`src/rtl/caesar_stream_engine.sv`:
```
// ---------------------------------------------------------------------------
// caesar_stream_engine
//   Paced Caesar-cipher demo engine. A plaintext symbol counter advances on a
//   prescaled tick while RUNNING, or on a single step edge while STOPPED. The
//   active key is latched with a range check, and cipher_out holds the
//   registered encrypt/decrypt result of the current plaintext and key.
//
// Ports
//   CLOCK_50   in   system clock, rising edge
//   rst        in   synchronous reset, active high
//   run        in   1 = RUNNING, 0 = STOPPED
//   step       in   rising edge advances once while STOPPED
//   dir        in   0 = count up, 1 = count down
//   encrypt    in   1 = encrypt, 0 = decrypt
//   key_load   in   strobe: capture key_in
//   key_in     in   candidate key
//   plain_out  out  current plaintext symbol
//   key_out    out  active key
//   cipher_out out  registered cipher result
//   out_valid  out  pulse when cipher_out has been updated
//   tick       out  prescaler pulse
//   key_err    out  sticky flag: last key_load was out of range
// ---------------------------------------------------------------------------
module caesar_stream_engine #(
  parameter int CLK_HZ   = 50000000,
  parameter int TICK_HZ  = 1,
  parameter int ALPHABET = 26,
  parameter int WIDTH    = 6
) (
  input  logic             CLOCK_50,
  input  logic             rst,
  input  logic             run,
  input  logic             step,
  input  logic             dir,
  input  logic             encrypt,
  input  logic             key_load,
  input  logic [WIDTH-1:0] key_in,
  output logic [WIDTH-1:0] plain_out,
  output logic [WIDTH-1:0] key_out,
  output logic [WIDTH-1:0] cipher_out,
  output logic             out_valid,
  output logic             tick,
  output logic             key_err
);

  localparam int               DIV    = CLK_HZ / TICK_HZ;
  localparam int               CNT_W  = (DIV > 1) ? $clog2(DIV) : 1;
  localparam logic [CNT_W-1:0] DIV_M1 = CNT_W'(DIV - 1);
  // Alphabet size needs WIDTH+1 bits so that N = 2^WIDTH is representable.
  localparam logic [WIDTH:0]   N_W    = (WIDTH + 1)'(ALPHABET);
  localparam logic [WIDTH-1:0] N_M1   = WIDTH'(ALPHABET - 1);

  typedef enum logic [0:0] {
    ST_STOPPED = 1'b0,
    ST_RUNNING = 1'b1
  } state_e;

  state_e           state_q, state_d;
  logic [CNT_W-1:0] cnt_q, cnt_d;
  logic             tick_q, tick_d;
  logic             step_q, step_d;
  logic [WIDTH-1:0] plain_q, plain_d;
  logic [WIDTH-1:0] key_q, key_d;
  logic             err_q, err_d;
  logic [WIDTH-1:0] cipher_q, cipher_d;
  logic             valid_q, valid_d;
  logic             upd_q, upd_d;   // plain or key took a new value at the last edge
  logic             enc_q, enc_d;   // encrypt as seen last cycle, for change detection

  logic             adv_s;
  logic             key_ok_s;
  logic [WIDTH:0]   sum_s;

  // Run/stop state selection.
  always_comb begin
    state_d = state_q;
    case (state_q)
      ST_STOPPED: begin
        if (run) state_d = ST_RUNNING;
        else     state_d = ST_STOPPED;
      end
      ST_RUNNING: begin
        if (!run) state_d = ST_STOPPED;
        else      state_d = ST_RUNNING;
      end
      default: state_d = ST_STOPPED;
    endcase
  end

  // Prescaler: counts only while staying in RUNNING, so entering RUNNING restarts it.
  always_comb begin
    cnt_d = CNT_W'(0);
    if ((state_q == ST_RUNNING) && (state_d == ST_RUNNING)) begin
      if (cnt_q == DIV_M1) cnt_d = CNT_W'(0);
      else                 cnt_d = cnt_q + CNT_W'(1);
    end else begin
      cnt_d = CNT_W'(0);
    end
    tick_d = (state_d == ST_RUNNING) && (cnt_d == DIV_M1);
  end

  // Advance detection, plaintext counter and key latch.
  always_comb begin
    adv_s    = (state_q == ST_RUNNING) ? tick_q : (step && !step_q);
    key_ok_s = key_load && ({1'b0, key_in} < N_W);
    plain_d  = plain_q;
    key_d    = key_q;
    err_d    = err_q;
    if (adv_s) begin
      if (dir) plain_d = (plain_q == WIDTH'(0)) ? N_M1 : (plain_q - WIDTH'(1));
      else     plain_d = (plain_q == N_M1) ? WIDTH'(0) : (plain_q + WIDTH'(1));
    end else begin
      plain_d = plain_q;
    end
    if (key_ok_s) begin
      key_d = key_in;
      err_d = 1'b0;
    end else if (key_load) begin
      err_d = 1'b1;
    end else begin
      err_d = err_q;
    end
    step_d  = step;
    upd_d   = adv_s || key_ok_s;
    enc_d   = encrypt;
    // cipher_q updates next edge from plain/key that changed at the last edge,
    // or from an encrypt value differing from last cycle's.
    valid_d = upd_q || (encrypt != enc_q);
  end

  // Modular add/subtract by a single compare-and-correct step.
  always_comb begin
    sum_s    = {1'b0, plain_q} + {1'b0, key_q};
    cipher_d = cipher_q;
    if (encrypt) begin
      if (sum_s >= N_W) cipher_d = WIDTH'(sum_s - N_W);
      else              cipher_d = WIDTH'(sum_s);
    end else begin
      if (plain_q >= key_q) cipher_d = plain_q - key_q;
      else                  cipher_d = WIDTH'({1'b0, plain_q} + N_W - {1'b0, key_q});
    end
  end

  // State and datapath registers with synchronous reset.
  always_ff @(posedge CLOCK_50) begin
    if (rst) begin
      state_q  <= ST_STOPPED;
      cnt_q    <= CNT_W'(0);
      tick_q   <= 1'b0;
      step_q   <= 1'b0;
      plain_q  <= WIDTH'(0);
      key_q    <= WIDTH'(0);
      err_q    <= 1'b0;
      cipher_q <= WIDTH'(0);
      valid_q  <= 1'b0;
      upd_q    <= 1'b0;
      enc_q    <= 1'b0;
    end else begin
      state_q  <= state_d;
      cnt_q    <= cnt_d;
      tick_q   <= tick_d;
      step_q   <= step_d;
      plain_q  <= plain_d;
      key_q    <= key_d;
      err_q    <= err_d;
      cipher_q <= cipher_d;
      valid_q  <= valid_d;
      upd_q    <= upd_d;
      enc_q    <= enc_d;
    end
  end

  assign plain_out  = plain_q;
  assign key_out    = key_q;
  assign cipher_out = cipher_q;
  assign out_valid  = valid_q;
  assign tick       = tick_q;
  assign key_err    = err_q;

endmodule
```
`config.mk`:
```
export PLATFORM = sky130hd
export DESIGN_NAME = caesar_stream_engine
export DESIGN_NICKNAME = d
export VERILOG_FILES = /design/src/rtl/caesar_stream_engine.sv
export SDC_FILE = /design/constraint.sdc
export NUM_CORES = 1
export LEC_CHECK = 0
export ABC_CLOCK_PERIOD_IN_PS = 3000
export CAP_MARGIN = 30
export CORE_ASPECT_RATIO = 0.6
export CORE_UTILIZATION = 35
export CTS_BUF_LIST = sky130_fd_sc_hd__clkbuf_8 sky130_fd_sc_hd__clkbuf_16
export DETAILED_ROUTE_END_ITERATION = 10
export PLACE_DENSITY = 0.54
export SLEW_MARGIN = 25
export SYNTH_ARGS = -nofsm -noshare
export SYNTH_HDL_FRONTEND = slang
export SYNTH_SLANG_ARGS = --single-unit
```
`constraint.sdc`:
```
create_clock -name CLOCK_50 -period 3 [get_ports CLOCK_50]
set_input_delay 0.45 -clock CLOCK_50 [delete_from_list [all_inputs] [get_ports CLOCK_50]]
set_output_delay 0.45 -clock CLOCK_50 [all_outputs]
set_load 0.1 [all_outputs]
```
After elaboration in Yosys (flattened, before gate mapping)
Index checks and enable logic that the tools add are counted.
Cells by class
  equal/unequal tests: 4
  multiplexer cells: 10
  order comparisons: 3
  reduce and logical (&&, ||, !) cells: 9
  $add $sub $neg: 8
Operator list (number)
  $eq 26x26->1 const B: 2
  $mux 26: 2
  $mux 6: 6
  $add 26x1->26 const B: 1
  $sub 6x6->6: 2
  $add 6x6->7: 1
  $ge 7x5->1 const B: 1
  $add 6x1->6 const B: 1
  $add 6x5->6 const B: 1
  $eq 6x5->1 const B: 1
  $ge 6x6->1: 1
  $logic_not 6->1: 1
  $lt 6x5->1 const B: 1
  $sub 6x1->6 const B: 1
  $sub 6x5->6 const B: 1
  $logic_and 1x1->1: 4
  $logic_or 1x1->1: 2
  $mux 1: 2
  $reduce_or 2->1: 1
  $logic_not 1->1: 1
  $ne 1x1->1: 1
Word-level totals
  input port bits: 13
  bits in registers: 51
  word-level logic and storage cells: 45
  output and inout port bits: 21

Logic depth before layout (Yosys ltp)
Gate-level depths: netlist of the first run.
  depth in word-level cells: 5
  gate-level depth with buffers: 11
  gate-level depth less buffers: 11

Worst setup path before layout of the first run
No wires, ideal clock.
  path type: register to register
  from: reg plain_q[1], in the netlist plain_out[1]
  to: reg cipher_q[5], in the netlist cipher_out[5]
  library setup time: 0.130 ns
  clock period less this slack: 3.388 ns
  cell stages (with the launch flop): 11
  data arrival time: 3.258 ns
  path slack: -0.388 ns
  data required time: 2.870 ns
  cells stage by stage: dfxtp_1 inv_1 ha_1 inv_1 ha_1 inv_1 fa_1 o21a_1 or3_1 a31oi_1 o32ai_1
On the way
  word-level cells in the longest chain between the ends: 4
  elaborated cells between the ends (all ways): 10
RTL lines
  from (decl): line 62  | logic [WIDTH-1:0] plain_q, plain_d;
  from (signal assigned): line 163  | plain_q <= plain_d;
  $add 6x5->6 / $add 6x6->7 (equally long branches): line 140, 133
  $sub 6x6->6 (tied with other cells): line 140  | else cipher_d = WIDTH'({1'b0, plain_q} + N_W - {1'b0, key_q});
  $mux 6, on equally long branches: line 139, 136
  $mux 6 *: line 135  | if (encrypt) begin
  to (signal assigned): line 166  | cipher_q <= cipher_d;
  to (decl): line 65  | logic [WIDTH-1:0] cipher_q, cipher_d;
Every way passes the cells marked *; elsewhere a longest branch is shown, timed or not.
A chain may end at the register's enable or synchronous reset.

Worst setup path in the final report of the first run
  from: reg plain_q[0], in the netlist plain_out[0]
  to: reg cipher_q[4], in the netlist cipher_out[4]
The elaborated chain is that of the path after synthesis.

==> results of run 1 <==
==> state kept, by name, indices dropped and copies added, names as in the netlist <==
name / flops
cipher_out: 6
cnt_q: 26
enc_q: 1
key_err: 1
key_out: 6
out_valid: 1
plain_out: 6
state_q: 1
step_q: 1
tick: 1
upd_q: 1
==> logic make-up (layout without fill, tap and decap cells) <==
logic type | after synthesis | in the layout | synth area share [%]
AND/OR/NAND/NOR | 179 | 179 | 27.1
buffers and inverters | 48 | 84 | 5.39
XOR/XNOR | 39 | 39 | 9.93
flip-flops | 51 | 51 | 29.7
adder cells (fa/ha/maj) | 27 | 27 | 10.7
multiplexers | 6 | 6 | 1.75
AO/OA/AOI/OAI | 76 | 76 | 15.4
==> per-layer routing <==
| layer | routed length, um | up-vias |
|---|---|---|
| met4 | 63 | 0 |
| met5 | 0 | - |
| met1 | 5560 | 1447 |
| li1 | - | 1568 |
| met3 | 565 | 5 |
| met2 | 3230 | 92 |
==> report_power, final <==
group	switching, uW	leakage, uW	internal [uW]	total, uW
Clock	258	0.0000762	303	560
Sequential	21.2	0.000417	706	728
Combinational	426	0.00108	198	624
==> worst max path at each step <==
stage	start	to	slack, ps
3_3_place_gp	plain_out[0]	cipher_out[4]	380
5_1_grt	plain_out[0]	cipher_out[4]	30
2_1_floorplan	plain_out[2]	cipher_out[5]	30
3_5_place_dp	plain_out[0]	cipher_out[4]	270
4_1_cts	plain_out[0]	cipher_out[4]	260
6_report	plain_out[0]	cipher_out[4]	250
==> final cells by class <==
type,count,area [sq um]
Timing Repair Buffer,50,405
Clock buffer,5,125
Clock inverter,3,12.5
Inverter,26,97.6
Multi-Input combinational cell,327,2230
Tap cell,130,163
Sequential cell,51,1030
Fill cell,964,5300
==> cells in the final DEF (no fill, tap or decap), drive strengths merged, types with 4 or more instances in the layout <==
cell / n
and3: 8
and4: 4
ha: 23
mux2i: 6
xnor2: 23
nand3: 12
inv: 28
dfxtp: 51
nand2b: 9
xor2: 16
fa: 4
nor2b: 9
nor4: 11
nor2: 54
nor3: 13
a211oi: 6
nor3b: 5
nand2: 30
clkbuf: 5
a31oi: 11
o21ai: 12
clkdlybuf4s50: 12
buf: 38
a21oi: 14
or3: 5
nand4: 9
==> worst max-delay path, stage by stage (launching register included) <==
cell and delay, ps:
dfxtp_2 430, inv_1 150, ha_1 260, fa_1 430, a31oi_1 430, a31oi_1 300, mux2i_1 200, xnor2_1 170
a221oi_1 290
==> metrics by stage <==
stage	util, %	std cells	hold slack, ps	instance area, sq um
2_1_floorplan	-	426	416	3440
3_3_place_gp	41.9	584	442	3930
3_5_place_dp	41.9	584	446	3930
4_1_cts	43.4	592	463	4060
5_1_grt	43.4	592	507	4060
6_report	43.4	592	460	4060
==> flow_summary.ini, run 1 <==
[status]
status = complete, no violations

[route]
vias = 3112
via_per_inst = 5.26
drt-total-wl_um = 9420
wl_per_cell_um = 15.9
drc_errors = 0
firstDrtPassIters = 4
ant_nets = 0
drt_iter0_drc = 230

[synthesis]
yosys_warnings = 0
synth_area_sq_um = 3440
synth_ff_type = dfxtp_1
synth.distinct_cells = 56
syn_area_per_cell_sq_um = 8.07
synth_top_area_share_pct = 29.7
synth_common_cells = nor2_1 (54), dfxtp_1 (51), nand2_1 (30)
syn_nets = 466
yosys.area.top_type = dfxtp_1
synth-edff-count = 0
synthCells = 426
synth.most_common_cell = nor2_1
synth.yosys.seq_area_share_pct = 29.7
async_reset_ff_share_pct = 0
yosys-top-cells-area = dfxtp_1 (30%), ha_1 (8.4%), nor2_1 (5.9%)
ys_seq_elements = 51

[cts]
htree_levels = 2
path_clk_slew_ps = 70
cts_buffers = 5
cts_setup_buffers = 0
cts_tree = done
cts_hold_buf = 0
cts_resized = 0
cts_root_buf = clkbuf_16
clk_path_buf_depth = 2
clock-sinks = 51
insertion_delay_ps = 290

[worst_hold_path]
holdPathStages = 1
min_from = cnt_q[0]
hp-class = register to register
hold_path_end = cnt_q[0]

[floorplanning]
die_x_um = 130
dieArea_sq_um = 10200
initial_core_util_pct = 36.7
num_rows = 27
ios = 34
core_sq_um = 9360
die_h_um = 78.8

[power_and_ir_drop]
ir_worst_vdd_v = 0.000226
p_leak_uw = 0.00158
total_power_uw = 1910
powerDensity_nw_per_um2 = 471

[cells_and_area]
synthToLayoutAreaGrowth_pct = 18.2
layout-drive-gt1-share_pct = 13.0
diodes = 0
nNetsFinal = 501

[grt]
grt_max_degree = 27
grt_use_met2_pct = 23.7
grt_use_met3_pct = 3.77
grt.overflow.total = 0
grt_pass1_wl_um = 15000
grt_pass1_vias = 2718
track_usage_pct = 19.6
met1_usage_pct = 33.2
antenna_found_initial = 0
top_usage_layer = met1

[timing]
final.min_clock_period_ps = 2750
fin_skew_ps = 6.09
rsz0062_at_grt = false
tightest_slew_ps = 556
hold_viol_final = 0
fin_ws_ps = 248
setup_tns_ps = 0
max_freq_mhz = 363
slew_violations = 0
fin_crit_sh_pct = 91.7
setup-violations-final = 0
relSlewSlack_pct = 62.7

[critical_path]
r2r_cells = 8
arrival_ps = 2950
worstReg2RegEnd = cipher_out[4]
cp.required_ps = 3200
worstPathMaxFanout = 9
r2r_start = plain_out[0]
startpoint_type = register
path_class = register to register
reg2reg_setup_slack_ps = 250
end_kind = register

[placed_design]
hpwlAfterDp_um = 7440
io_buffers = 33
place_ws_ps = 266
finalWeightedCongestion = 0.872

[run]
drv_cap = 0
No activity file was read; power rests on OpenSTA's default activity.
==> run 2: changes to the inputs <==
CAP_MARGIN = 20   (was 30)
==> results of run 2 <==
Final layout, timing and power as in run 1 (identical DEF).
